[src/rtl/voice_allocator.sv]
// rtl/voice_allocator.sv - note-event voice scheduler and host/event command bus arbiter
module voice_allocator #(
    parameter int NUM_VOICES = 8
) (
    input  logic        clk37,
    input  logic        rst,
    input  logic [31:0] host_data,
    input  logic        host_valid,
    output logic        host_ready,
    input  logic        ev_valid,
    output logic        ev_ready,
    input  logic        ev_on,
    input  logic [6:0]  ev_note,
    input  logic [31:0] ev_freq,
    input  logic [17:0] op_shift,
    output logic [31:0] cmd_data,
    output logic        cmd_data_valid,
    output logic [7:0]  active_mask
);
    typedef enum logic [2:0] {
        IDLE, HOST_FWD, LOOKUP, STEAL_TOG, FREQ_HDR, FREQ_WORDS, ON_TOG, OFF_TOG
    } state_t;

    localparam logic [7:0] VMASK     = 8'((16'd1 << NUM_VOICES) - 16'd1);
    localparam logic [2:0] LAST_V    = 3'(NUM_VOICES - 1);
    localparam logic [7:0] CMD_SET   = 8'd1;
    localparam logic [7:0] CMD_TOG   = 8'd2;
    localparam logic [7:0] CMD_FREQ  = 8'd3;
    localparam logic       PRIO_HOST = 1'b0;
    localparam logic       PRIO_EV   = 1'b1;

    state_t      state_q, state_d;
    logic [31:0] cmd_data_q, cmd_data_d;
    logic        cmd_valid_q, cmd_valid_d;
    logic [7:0]  mask_q, mask_d;
    logic [7:0]  nvalid_q, nvalid_d;
    logic [6:0]  note_q [8];
    logic [6:0]  note_d [8];
    logic [2:0]  steal_ptr_q, steal_ptr_d;
    logic        prio_q, prio_d;
    logic [5:0]  host_cnt_q, host_cnt_d;
    logic [2:0]  word_cnt_q, word_cnt_d;
    logic [2:0]  voice_q, voice_d;
    logic        tog_after_q, tog_after_d;
    logic        ev_on_q, ev_on_d;
    logic [6:0]  ev_note_q, ev_note_d;
    logic [31:0] ev_freq_q, ev_freq_d;
    logic [17:0] op_shift_q, op_shift_d;

    logic        match_hit, free_hit;
    logic [2:0]  match_v, free_v;
    state_t      ws;
    logic [2:0]  wv;
    logic [7:0]  vbit;
    logic [17:0] sh_all;
    logic [2:0]  sh;

    function automatic logic [5:0] host_len(input logic [7:0] cmd);
        case (cmd)
            CMD_SET:  return 6'd56;
            CMD_FREQ: return 6'd6;
            default:  return 6'd0;
        endcase
    endfunction

    // Descending scan so the lowest-numbered idle voice wins.
    always_comb begin
        match_hit = 1'b0;
        match_v   = '0;
        free_hit  = 1'b0;
        free_v    = '0;
        for (int i = NUM_VOICES - 1; i >= 0; i--) begin
            if (nvalid_q[i] && note_q[i] == ev_note_q) begin
                match_hit = 1'b1;
                match_v   = 3'(i);
            end
            if (!nvalid_q[i]) begin
                free_hit = 1'b1;
                free_v   = 3'(i);
            end
        end
    end

    always_comb begin
        state_d     = state_q;
        cmd_data_d  = cmd_data_q;
        cmd_valid_d = 1'b0;
        mask_d      = mask_q;
        nvalid_d    = nvalid_q;
        note_d      = note_q;
        steal_ptr_d = steal_ptr_q;
        prio_d      = prio_q;
        host_cnt_d  = host_cnt_q;
        word_cnt_d  = word_cnt_q;
        voice_d     = voice_q;
        tog_after_d = tog_after_q;
        ev_on_d     = ev_on_q;
        ev_note_d   = ev_note_q;
        ev_freq_d   = ev_freq_q;
        op_shift_d  = op_shift_q;
        host_ready  = 1'b0;
        ev_ready    = 1'b0;
        ws          = state_q;
        wv          = voice_q;

        case (state_q)
            IDLE: begin
                host_ready = !ev_valid || prio_q == PRIO_HOST;
                ev_ready   = !host_valid || prio_q == PRIO_EV;
                if (host_valid && host_ready) begin
                    cmd_data_d  = host_data;
                    cmd_valid_d = 1'b1;
                    prio_d      = PRIO_EV;
                    host_cnt_d  = host_len(host_data[31:24]);
                    if (host_len(host_data[31:24]) != 6'd0) begin
                        state_d = HOST_FWD;
                    end
                    if (host_data[31:24] == CMD_TOG) begin
                        mask_d   = host_data[23:16] & VMASK;
                        nvalid_d = nvalid_q & mask_d;
                    end
                end else if (ev_valid && ev_ready) begin
                    prio_d     = PRIO_HOST;
                    ev_on_d    = ev_on;
                    ev_note_d  = ev_note;
                    ev_freq_d  = ev_freq;
                    op_shift_d = op_shift;
                    state_d    = LOOKUP;
                end
            end
            HOST_FWD: begin
                host_ready = 1'b1;
                if (host_valid) begin
                    cmd_data_d  = host_data;
                    cmd_valid_d = 1'b1;
                    host_cnt_d  = host_cnt_q - 6'd1;
                    if (host_cnt_q == 6'd1) begin
                        state_d = IDLE;
                    end
                end
            end
            default: ;
        endcase

        // LOOKUP resolves the voice and emits the first word itself, keeping latency at two cycles.
        if (state_q == LOOKUP) begin
            if (!ev_on_q) begin
                ws = match_hit ? OFF_TOG : IDLE;
                wv = match_v;
                if (match_hit) begin
                    nvalid_d[match_v] = 1'b0;
                end
            end else if (match_hit) begin
                ws          = FREQ_HDR;
                wv          = match_v;
                tog_after_d = 1'b0;
            end else if (free_hit) begin
                ws               = FREQ_HDR;
                wv               = free_v;
                tog_after_d      = 1'b1;
                note_d[free_v]   = ev_note_q;
                nvalid_d[free_v] = 1'b1;
            end else begin
                ws                    = STEAL_TOG;
                wv                    = steal_ptr_q;
                tog_after_d           = 1'b1;
                note_d[steal_ptr_q]   = ev_note_q;
                nvalid_d[steal_ptr_q] = 1'b1;
                steal_ptr_d           = (steal_ptr_q == LAST_V) ? 3'd0 : steal_ptr_q + 3'd1;
            end
            voice_d = wv;
        end

        vbit   = 8'd1 << wv;
        sh_all = op_shift_q >> (5'd3 * {2'b00, word_cnt_q});
        sh     = sh_all[2:0];

        if (state_q != IDLE && state_q != HOST_FWD) begin
            state_d = IDLE;
            case (ws)
                STEAL_TOG, OFF_TOG: begin
                    mask_d      = mask_q & ~vbit;
                    cmd_data_d  = {CMD_TOG, mask_d, 16'h0000};
                    cmd_valid_d = 1'b1;
                    state_d     = (ws == STEAL_TOG) ? FREQ_HDR : IDLE;
                end
                FREQ_HDR: begin
                    cmd_data_d  = {CMD_FREQ, vbit, 16'h0000};
                    cmd_valid_d = 1'b1;
                    word_cnt_d  = 3'd0;
                    state_d     = FREQ_WORDS;
                end
                FREQ_WORDS: begin
                    cmd_data_d  = ev_freq_q << sh;
                    cmd_valid_d = 1'b1;
                    if (word_cnt_q == 3'd5) begin
                        state_d = tog_after_q ? ON_TOG : IDLE;
                    end else begin
                        word_cnt_d = word_cnt_q + 3'd1;
                        state_d    = FREQ_WORDS;
                    end
                end
                ON_TOG: begin
                    mask_d      = (mask_q | vbit) & VMASK;
                    cmd_data_d  = {CMD_TOG, mask_d, 16'h0000};
                    cmd_valid_d = 1'b1;
                end
                default: state_d = IDLE;
            endcase
        end
    end

    always_ff @(posedge clk37 or posedge rst) begin
        if (rst) begin
            state_q     <= IDLE;
            cmd_data_q  <= '0;
            cmd_valid_q <= 1'b0;
            mask_q      <= '0;
            nvalid_q    <= '0;
            for (int i = 0; i < 8; i++) begin
                note_q[i] <= '0;
            end
            steal_ptr_q <= '0;
            prio_q      <= PRIO_HOST;
            host_cnt_q  <= '0;
            word_cnt_q  <= '0;
            voice_q     <= '0;
            tog_after_q <= 1'b0;
            ev_on_q     <= 1'b0;
            ev_note_q   <= '0;
            ev_freq_q   <= '0;
            op_shift_q  <= '0;
        end else begin
            state_q     <= state_d;
            cmd_data_q  <= cmd_data_d;
            cmd_valid_q <= cmd_valid_d;
            mask_q      <= mask_d;
            nvalid_q    <= nvalid_d & VMASK;
            for (int i = 0; i < 8; i++) begin
                note_q[i] <= note_d[i];
            end
            steal_ptr_q <= steal_ptr_d;
            prio_q      <= prio_d;
            host_cnt_q  <= host_cnt_d;
            word_cnt_q  <= word_cnt_d;
            voice_q     <= voice_d;
            tog_after_q <= tog_after_d;
            ev_on_q     <= ev_on_d;
            ev_note_q   <= ev_note_d;
            ev_freq_q   <= ev_freq_d;
            op_shift_q  <= op_shift_d;
        end
    end

    assign cmd_data       = cmd_data_q;
    assign cmd_data_valid = cmd_valid_q;
    assign active_mask    = mask_q;
endmodule

[config.mk]
export PLATFORM = sky130hd
export DESIGN_NAME = voice_allocator
export DESIGN_NICKNAME = d
export VERILOG_FILES = /design/src/rtl/voice_allocator.sv
export SDC_FILE = /design/constraint.sdc
export NUM_CORES = 1
export LEC_CHECK = 0
export CORE_ASPECT_RATIO = 1.4
export CORE_UTILIZATION = 52
export DETAILED_ROUTE_END_ITERATION = 10
export PLACE_DENSITY = 0.76
export SYNTH_ARGS = -nofsm -noshare
export SYNTH_HDL_FRONTEND = slang
export SYNTH_SLANG_ARGS = --single-unit
[constraint.sdc]
create_clock -name clk37 -period 6.1 [get_ports clk37]
set_input_delay 0.61 -clock clk37 [delete_from_list [all_inputs] [get_ports clk37]]
set_output_delay 0.61 -clock clk37 [all_outputs]
set_load 0.01 [all_outputs]
==> results of run 1 <==
-- cells by family (layout without fill, tap and decap cells) --
logic type / count (synthesis) / in the layout / synth area share, %
mux: 233 / 233 / 24.6
simple gates: 200 / 200 / 10.3
flops: 183 / 183 / 44.6
compound gates: 150 / 150 / 11.5
buf+inv: 73 / 194 / 3.37
xor+xnor: 58 / 58 / 4.95
fa+ha+maj: 6 / 6 / 0.732
-- worst min path at each step --
stage                    from             end
3_5_place_dp    op_shift_q[1]   op_shift_q[1]
3_3_place_gp           prio_q          prio_q
4_1_cts                prio_q          prio_q
2_1_floorplan          prio_q          prio_q
5_1_grt        op_shift_q[12]  op_shift_q[12]
6_report               prio_q          prio_q
-- state kept, by name (all words and copies together) (netlist names) --
| register | cells |
|---|---|
| tog_after_q | 1 |
| ev_note_q | 7 |
| prio_q | 1 |
| steal_ptr_q | 3 |
| cmd_data | 32 |
| ev_on_q | 1 |
| state_q | 3 |
| cmd_data_valid | 1 |
| nvalid_q | 8 |
| ev_freq_q | 32 |
| voice_q | 3 |
| note_q | 56 |
| host_cnt_q | 6 |
| word_cnt_q | 3 |
| op_shift_q | 18 |
| active_mask | 8 |
-- final cells by class --
cell class	instances	area, sq um	area share, %
sequential	183	4580	37.1
clock buffer	17	425	3.44
inverter	19	83.8	0.679
timing repair buffer	143	1410	11.4
tap	248	310	2.51
clock inverter	15	159	1.29
multi-input combinational	647	5380	43.6
-- cell usage after synthesis (7+ instances only) --
cell	instances	area [sq um]
dfrtp_1	183	4580
mux2_2	120	1350
mux2i_1	108	1080
nand2_1	56	210
nor2_1	52	195
xnor2_1	32	280
o22ai_1	29	181
xor2_1	26	228
o21ai_0	23	115
clkbuf_1	18	67.6
a21oi_1	17	85.1
inv_1	17	63.8
nand4_1	17	106
buf_2	15	75.1
nand3_1	14	70.1
buf_1	11	41.3
nor3_1	10	50.1
and2_1	9	56.3
buf_4	8	60.1
a221oi_1	7	61.3
o2bb2ai_1	7	61.3
-- worst max-delay path: stages, from the launching register on --
cell      delay (ns)
dfrtp_1         0.76
xor2_1          0.23
nor4_1          0.11
and4_4          0.20
nor4b_4         0.48
nand2_2         0.22
o311ai_4        0.73
nand3_1         0.88
o211a_1         0.35
a21oi_1         0.16
-- metal layers --
metal  vias to the layer above  global-route usage (%)  part of all wire (%)
li1                       3555                       -                     -
met1                      3864                    29.3                    38
met2                       228                    49.8                    54
met3                        58                    4.81                   3.7
met4                         0                    11.9                   3.7
met5                         -                       0                     0
-- power by group --
group,total (mW),internal [mW],switching [mW]
logic,4.05,1.88,2.17
clock network,1.08,0.546,0.532
registers,2.23,1.68,0.545
==> results.txt, run 1 <==
launch point of the critical path = ev_note_q[4]
placed cell count = 1,240
All-Layer GR Usage = 26.8%
worst r2r src = ev_note_q[4]
GPL Wtd Cong = 0.896
Fillers = 1,505
fin crit period = 4.19 ns
post_cts resized = 0
Slew Viols, Final = 0
CP endpoint = cmd_data[21]
post-route insts no fill = 1,272
Synth Cell Area = 0.0103 sq mm
I/O Pins = 137
outcome = complete, no violations
Rows = 60
commonest non-fill, non-tap cell in the layout = dfrtp_1
Power Total = 7.36 mW
Slew headroom = 21.9%
first-pass GRT wire length = 41,600 um
CTS root buf = clkbuf_16
startpoint types = flop
Cells after Synth = 903
CP Data Required Time = 6.47 ns
most frequent cells in the layout = 183 x dfrtp_1, 136 x clkdlybuf4s50_1, 120 x mux2_2, 105 x mux2i_1, 56 x nand2_1
reg-to-reg endpoint = cmd_data[21]
crit path DAT = 4.56 ns
drt total wl = 26,300 um
register-to-register setup slack = 1.91 ns
vias in the first global route = 7,914
Worst-path clk slew = 0.08 ns
Die Area = 0.0203 sq mm
FMAX = 0.239 GHz
Placed Area = 0.0118 sq mm
Initial Util = 53.2%
critical path class = flop to flop
Place WS = 2.07 ns
initial antenna violation count = 0
HP Class = flop to flop
async set or reset register ratio after synthesis = 100%
die height = 168 um
1st-iter DRT viols = 500
count of final hold-check violations = 0
Placeable Area = 0.0193 sq mm
largest net degree at the start of global routing = 72
Synth warnings = 0
postcts setup bufs = 0
vias per cell = 6.06
Critical Path Sink Type = flop
Area Growth Syn to Fin = 20.4%
RSZ-0062 raised after global routing = false
Final Cycle Share = 68.7%
CTS Buf Count = 17
WL/cell = 20.7 um
Yosys reg bits = 183
H-tree levels = 4
Clock Tree Buf Depth = 2
sequential area share after synthesis = 44.6%
min setup slack post-route = 1.91 ns
syn nets = 1,003
Hold Path Depth = 2
Post-Route Setup TNS = 0 ns
Synth Flop Type = dfrtp_1
post-route cell area = 0.0124 sq mm
CTS tree = yes
Vias = 7,705
skew final = 0.0111 ns
fin util = 64.0%
Num Clock Sinks = 183
share of layout cells above drive strength 1 = 19.2%
placed wire-length estimate = 19,600 um
worst hold slack = 0.505 ns
library cells used by synthesis = 86
Pleak = 5.45 nW
worst skew pair latency = 0.44 ns
worst reg-to-reg path cell count = 9
worst slew pin tran = 1.16 ns
total gr overflow = 0
endpoints failing setup = 0
# port buffers = 136
Final nets = 1,111
n_diodes = 0
Max Cap Viol = 0
worst vdd ir = 342 uV
# hold bufs at CTS = 0
DRT antenna net count = 0
drt drc = 0
EDFF count, synth = 0
TritonRoute pass-1 iters = 8
Synth Area per Inst = 11.4 sq um
critical path fanouts, max = 24
die span in x = 121 um
power per cell area = 596 mW/mm^2
(Power assumes the default switching activity.)
==> inputs of run 2 (changes only) <==
==> constraint.sdc (replaced) <==
create_clock -name clk37 -period 3.9 [get_ports clk37]
set_input_delay 0.39 -clock clk37 [delete_from_list [all_inputs] [get_ports clk37]]
set_output_delay 0.39 -clock clk37 [all_outputs]
set_load 0.01 [all_outputs]
==> results.txt, run 2 (same netlist as run 1, synthesis figures left out) <==
Rows = 60
P_sw = 5.12 mW
outcome = complete, no violations
min setup slack post-route = 0.279 ns
worst vdd ir = 588 uV
GPL Wtd Cong = 0.941
die span in x = 121 um
post_cts resized = 0
Placed Area = 0.0120 sq mm
Slew Viols, Final = 0
fin crit period = 3.62 ns
DRT antenna net count = 0
skew final = 0.0127 ns
total gr overflow = 0
postcts setup bufs = 0
Biggest register = note_q
HP Class = input port to async pin
fin util = 65.0%
Final Cycle Share = 92.9%
Place WS = 0.385 ns
FF/Latch Area = 0.00458 sq mm
startpoint types = flop
Area Growth Syn to Fin = 22.3%
Max Cap Viol = 0
worst skew pair latency = 0.44 ns
Cell Int Power = 6.62 mW
CTS tree = yes
H-tree levels = 4
CTS root buf = clkbuf_16
count of final hold-check violations = 0
endpoints failing setup = 0
drt drc = 0
FMAX = 0.276 GHz
Final nets = 1,131
Initial Util = 53.2%
crit path DAT = 4.00 ns
RSZ-0062 raised after global routing = false
TritonRoute pass-1 iters = 6
die height = 168 um
share of power burned in registers = 29.2%
Sw Ratio = 43.6%
I/O Pins = 137
All-Layer GR Usage = 28.1%
WL/cell = 20.9 um
Clock Tree Buf Depth = 2
Slew headroom = 36.9%
vias in the first global route = 7,993
Fillers = 1,496
placed wire-length estimate = 20,400 um
CP Data Required Time = 4.28 ns
Worst-path clk slew = 0.08 ns
Post-Route Setup TNS = 0 ns
first-pass GRT wire length = 43,300 um
# hold bufs at CTS = 0
max FFs per register = 56
critical path fanouts, max = 17
worst slew pin tran = 0.947 ns
largest net degree at the start of global routing = 61
share of layout cells above drive strength 1 = 20.8%
multi-input logic area = 0.00538 sq mm
critical path class = flop to flop
power per cell area = 936 mW/mm^2
initial antenna violation count = 1
vias per cell = 6.04
Critical Path Sink Type = flop
Die Area = 0.0203 sq mm
Logic pwr share = 55.9%
Vias = 7,811
1st-iter DRT viols = 583
post-route cell area = 0.0125 sq mm
commonest non-fill, non-tap cell in the layout = dfrtp_1
Num Clock Sinks = 183
Placeable Area = 0.0193 sq mm
Pleak = 5.57 nW
drt total wl = 27,100 um
# port buffers = 136
CTS Buf Count = 17
Clock Power Share = 14.9%
most frequent cells in the layout = 183 x dfrtp_1, 136 x clkdlybuf4s50_1, 120 x mux2_2, 105 x mux2i_1, 56 x nand2_1
-- run 2: changes by cell type in the layout (fill, tap and decap cells not counted), moves of 2 or more --
cell / change
inv_6: +3
clkinv_8: -2
buf_4: +17
clkinv_4: -2
buf_12: +3
-- run 2: layout make-up --
type | instances | share of cell area [%]
Inverter | 19 | 0.658
Multi-Input combinational cell | 647 | 42.9
Tap cell | 248 | 2.47
Timing Repair Buffer | 163 | 12.8
Sequential cell | 183 | 36.5
Clock inverter | 14 | 1.22
Antenna cell | 1 | 0.0199
Clock buffer | 18 | 3.50
-- run 2: per-layer routing --
metal	global-route usage (%)	wire [um]	part of all wire, %
met4	14.3	1180	4.4
met2	49.8	14300	53
met1	32.6	10500	39
met3	4.37	1060	3.9
met5	0	0	0
-- run 2: power groups by stage --
stage	clock network [mW]	logic [mW]	registers, mW
floorplan	0	4.83	3.12
global placement	0	6.41	3.42
detailed placement	0	6.51	3.45
CTS	1.77	6.56	3.42
global route	1.86	7.05	3.53
finish	1.75	6.57	3.42
-- run 2: worst paths after layout --
path                               from  slack (ns)             end  cells after the start
max                        ev_note_q[0]        0.28  active_mask[4]                     10
min                                 rst        0.44         ev_on_q                      2
max reg2reg                ev_note_q[0]        0.28  active_mask[4]                     10
min reg2reg                      prio_q        0.50          prio_q                      2
max in group asynchronous           rst        2.60  op_shift_q[11]                      3
min in group clk37               prio_q        0.50          prio_q                      2
-- run 2: worst max-delay path, stage by stage (launching register included) --
cell and delay (ns):
dfrtp_1 0.74, xor2_1 0.23, nor4_1 0.11, buf_4 0.15, and4_4 0.17, nor4_4 0.48
nand4_4 0.23, o32a_4 0.48, a211oi_2 0.47, mux2_2 0.39, nor2_1 0.10
-- run 2: per-stage QoR --
step / hold WS, ns / power [mW] / std cells
final: 0.444 / 11.7 / 1293
after global routing: 0.506 / 12.4 / 1293
after CTS: 0.470 / 11.7 / 1292
after detailed placement: 0.482 / 9.96 / 1260
after global placement: 0.484 / 9.83 / 1260
after floorplan: 0.460 / 7.95 / 903
==> inputs of run 3 (changes only) <==
==> constraint.sdc (replaced) <==
create_clock -name clk37 -period 3.7 [get_ports clk37]
set_input_delay 0.37 -clock clk37 [delete_from_list [all_inputs] [get_ports clk37]]
set_output_delay 0.37 -clock clk37 [all_outputs]
set_load 0.01 [all_outputs]
==> results.txt, run 3 (same netlist as run 1, synthesis figures left out) <==
Worst-path clk slew = 0.07 ns
All-Layer GR Usage = 27.3%
Sw Ratio = 42.9%
share of power burned in registers = 28.6%
Clock Tree Buf Depth = 2
CTS root buf = clkbuf_16
max FFs per register = 56
FMAX = 0.289 GHz
drt total wl = 26,700 um
postcts setup bufs = 0
CP Buf/Inv Count = 0
Vias = 7,866
vias in the first global route = 8,003
Placeable Area = 0.0193 sq mm
TritonRoute pass-1 iters = 5
Max Cap Viol = 0
first-pass GRT wire length = 42,200 um
n_diodes = 0
worst slew pin tran = 0.964 ns
# port buffers = 136
initial antenna violation count = 0
Post-Route Setup TNS = 0 ns
Clock Power Share = 14.8%
P_sw = 5.36 mW
WP depth = 9
power per cell area = 992 mW/mm^2
vias per cell = 6.05
fin crit period = 3.47 ns
crit path DAT = 3.83 ns
endpoints failing setup = 0
# hold bufs at CTS = 0
Initial Util = 53.2%
startpoint types = flop
Final Cycle Share = 93.7%
Num Clock Sinks = 183
CTS Buf Count = 17
post-route cell area = 0.0126 sq mm
die height = 168 um
DRT antenna net count = 0
Hold Path Depth = 1
Rows = 60
Critical Path Sink Type = flop
Placed Area = 0.0120 sq mm
Area Growth Syn to Fin = 22.8%
worst vdd ir = 583 uV
1st-iter DRT viols = 639
post_cts resized = 0
HP Class = flop to flop
Die Area = 0.0203 sq mm
total gr overflow = 0
WL/cell = 20.6 um
critical path class = flop to flop
outcome = complete, no violations
most frequent cells in the layout = 183 x dfrtp_1, 136 x clkdlybuf4s50_1, 120 x mux2_2, 105 x mux2i_1, 56 x nand2_1
Largest stage delay, worst path = 0.73 ns
CP Data Required Time = 4.07 ns
Logic pwr share = 56.6%
I/O Pins = 137
CTS tree = yes
met1 Use GR = 31.3%
Slew headroom = 35.7%
Slew Viols, Final = 0
GPL Wtd Cong = 0.938
worst reg-to-reg path cell count = 9
worst skew pair latency = 0.44 ns
Final nets = 1,140
largest net degree at the start of global routing = 184
Pleak = 5.60 nW
count of final hold-check violations = 0
share of layout cells above drive strength 1 = 21.3%
H-tree levels = 4
Slowest cell on crit path = dfrtp_1
Cell Int Power = 7.14 mW
worst-path cell chain = xor2_1, nor2_1, and4_4, nor4b_4, nand4_4, o32a_4, a211oi_2, mux2_2, nor2_1
critical path fanouts, max = 17
Crit path top cell by count = nor2_1
placed wire-length estimate = 19,800 um
met3 usage = 4.07%
Biggest register = note_q
Most Used Layer, Global Route = met2
commonest non-fill, non-tap cell in the layout = dfrtp_1
drt drc = 0
RSZ-0062 raised after global routing = false
GRT met2 Usage = 48.3%
Crit path max-delay family = simple AND/OR/NAND/NOR gates
die span in x = 121 um
skew final = 0.00994 ns
==> run 3: path summary, 6_finish.rpt <==
path | from | to | slack, ns
max | ev_note_q[3] | active_mask[4] | 0.23
min | op_shift_q[11] | op_shift_q[11] | 0.51
max reg2reg | ev_note_q[3] | active_mask[4] | 0.23
min reg2reg | op_shift_q[11] | op_shift_q[11] | 0.51
max in group asynchronous | rst | cmd_data[22] | 2.43
min in group asynchronous | rst | ev_note_q[1] | 0.58
==> run 3: metrics by stage <==
stage / cells / setup WS [ns] / total power, mW / hold slack, ns / util, %
5_1_grt: 1300 / 0.0915 / 13.2 / 0.522 / 65.3
2_1_floorplan: 903 / 0.809 / 8.38 / 0.460 / -
3_3_place_gp: 1269 / 0.426 / 10.5 / 0.483 / 62.2
6_report: 1300 / 0.235 / 12.5 / 0.507 / 65.3
4_1_cts: 1300 / 0.300 / 12.5 / 0.508 / 65.3
3_5_place_dp: 1269 / 0.354 / 10.6 / 0.493 / 62.2
==> run 3: layout make-up <==
cell class	count	area, sq um
fillers	1500	6690
multi-input cells	647	5380
flip-flops and latches	183	4580
repair buffers	172	1660
clock buffers	20	457
well taps	248	310
clock inverters	11	138
inverters	19	82.6
==> run 3: metal layers <==
metal,share of wire [%],vias to the layer above
met4,4.8,0
met3,3.8,92
met2,53,264
li1,-,3599
met1,38,3911
met5,0,-
==> run 3: power by group through the flow <==
stage,clock network (mW),logic [mW],registers [mW]
global route,1.95,7.60,3.68
finish,1.85,7.07,3.58
detailed placement,0,7.01,3.60
CTS,1.88,7.07,3.57
global placement,0,6.92,3.57
floorplan,0,5.10,3.29
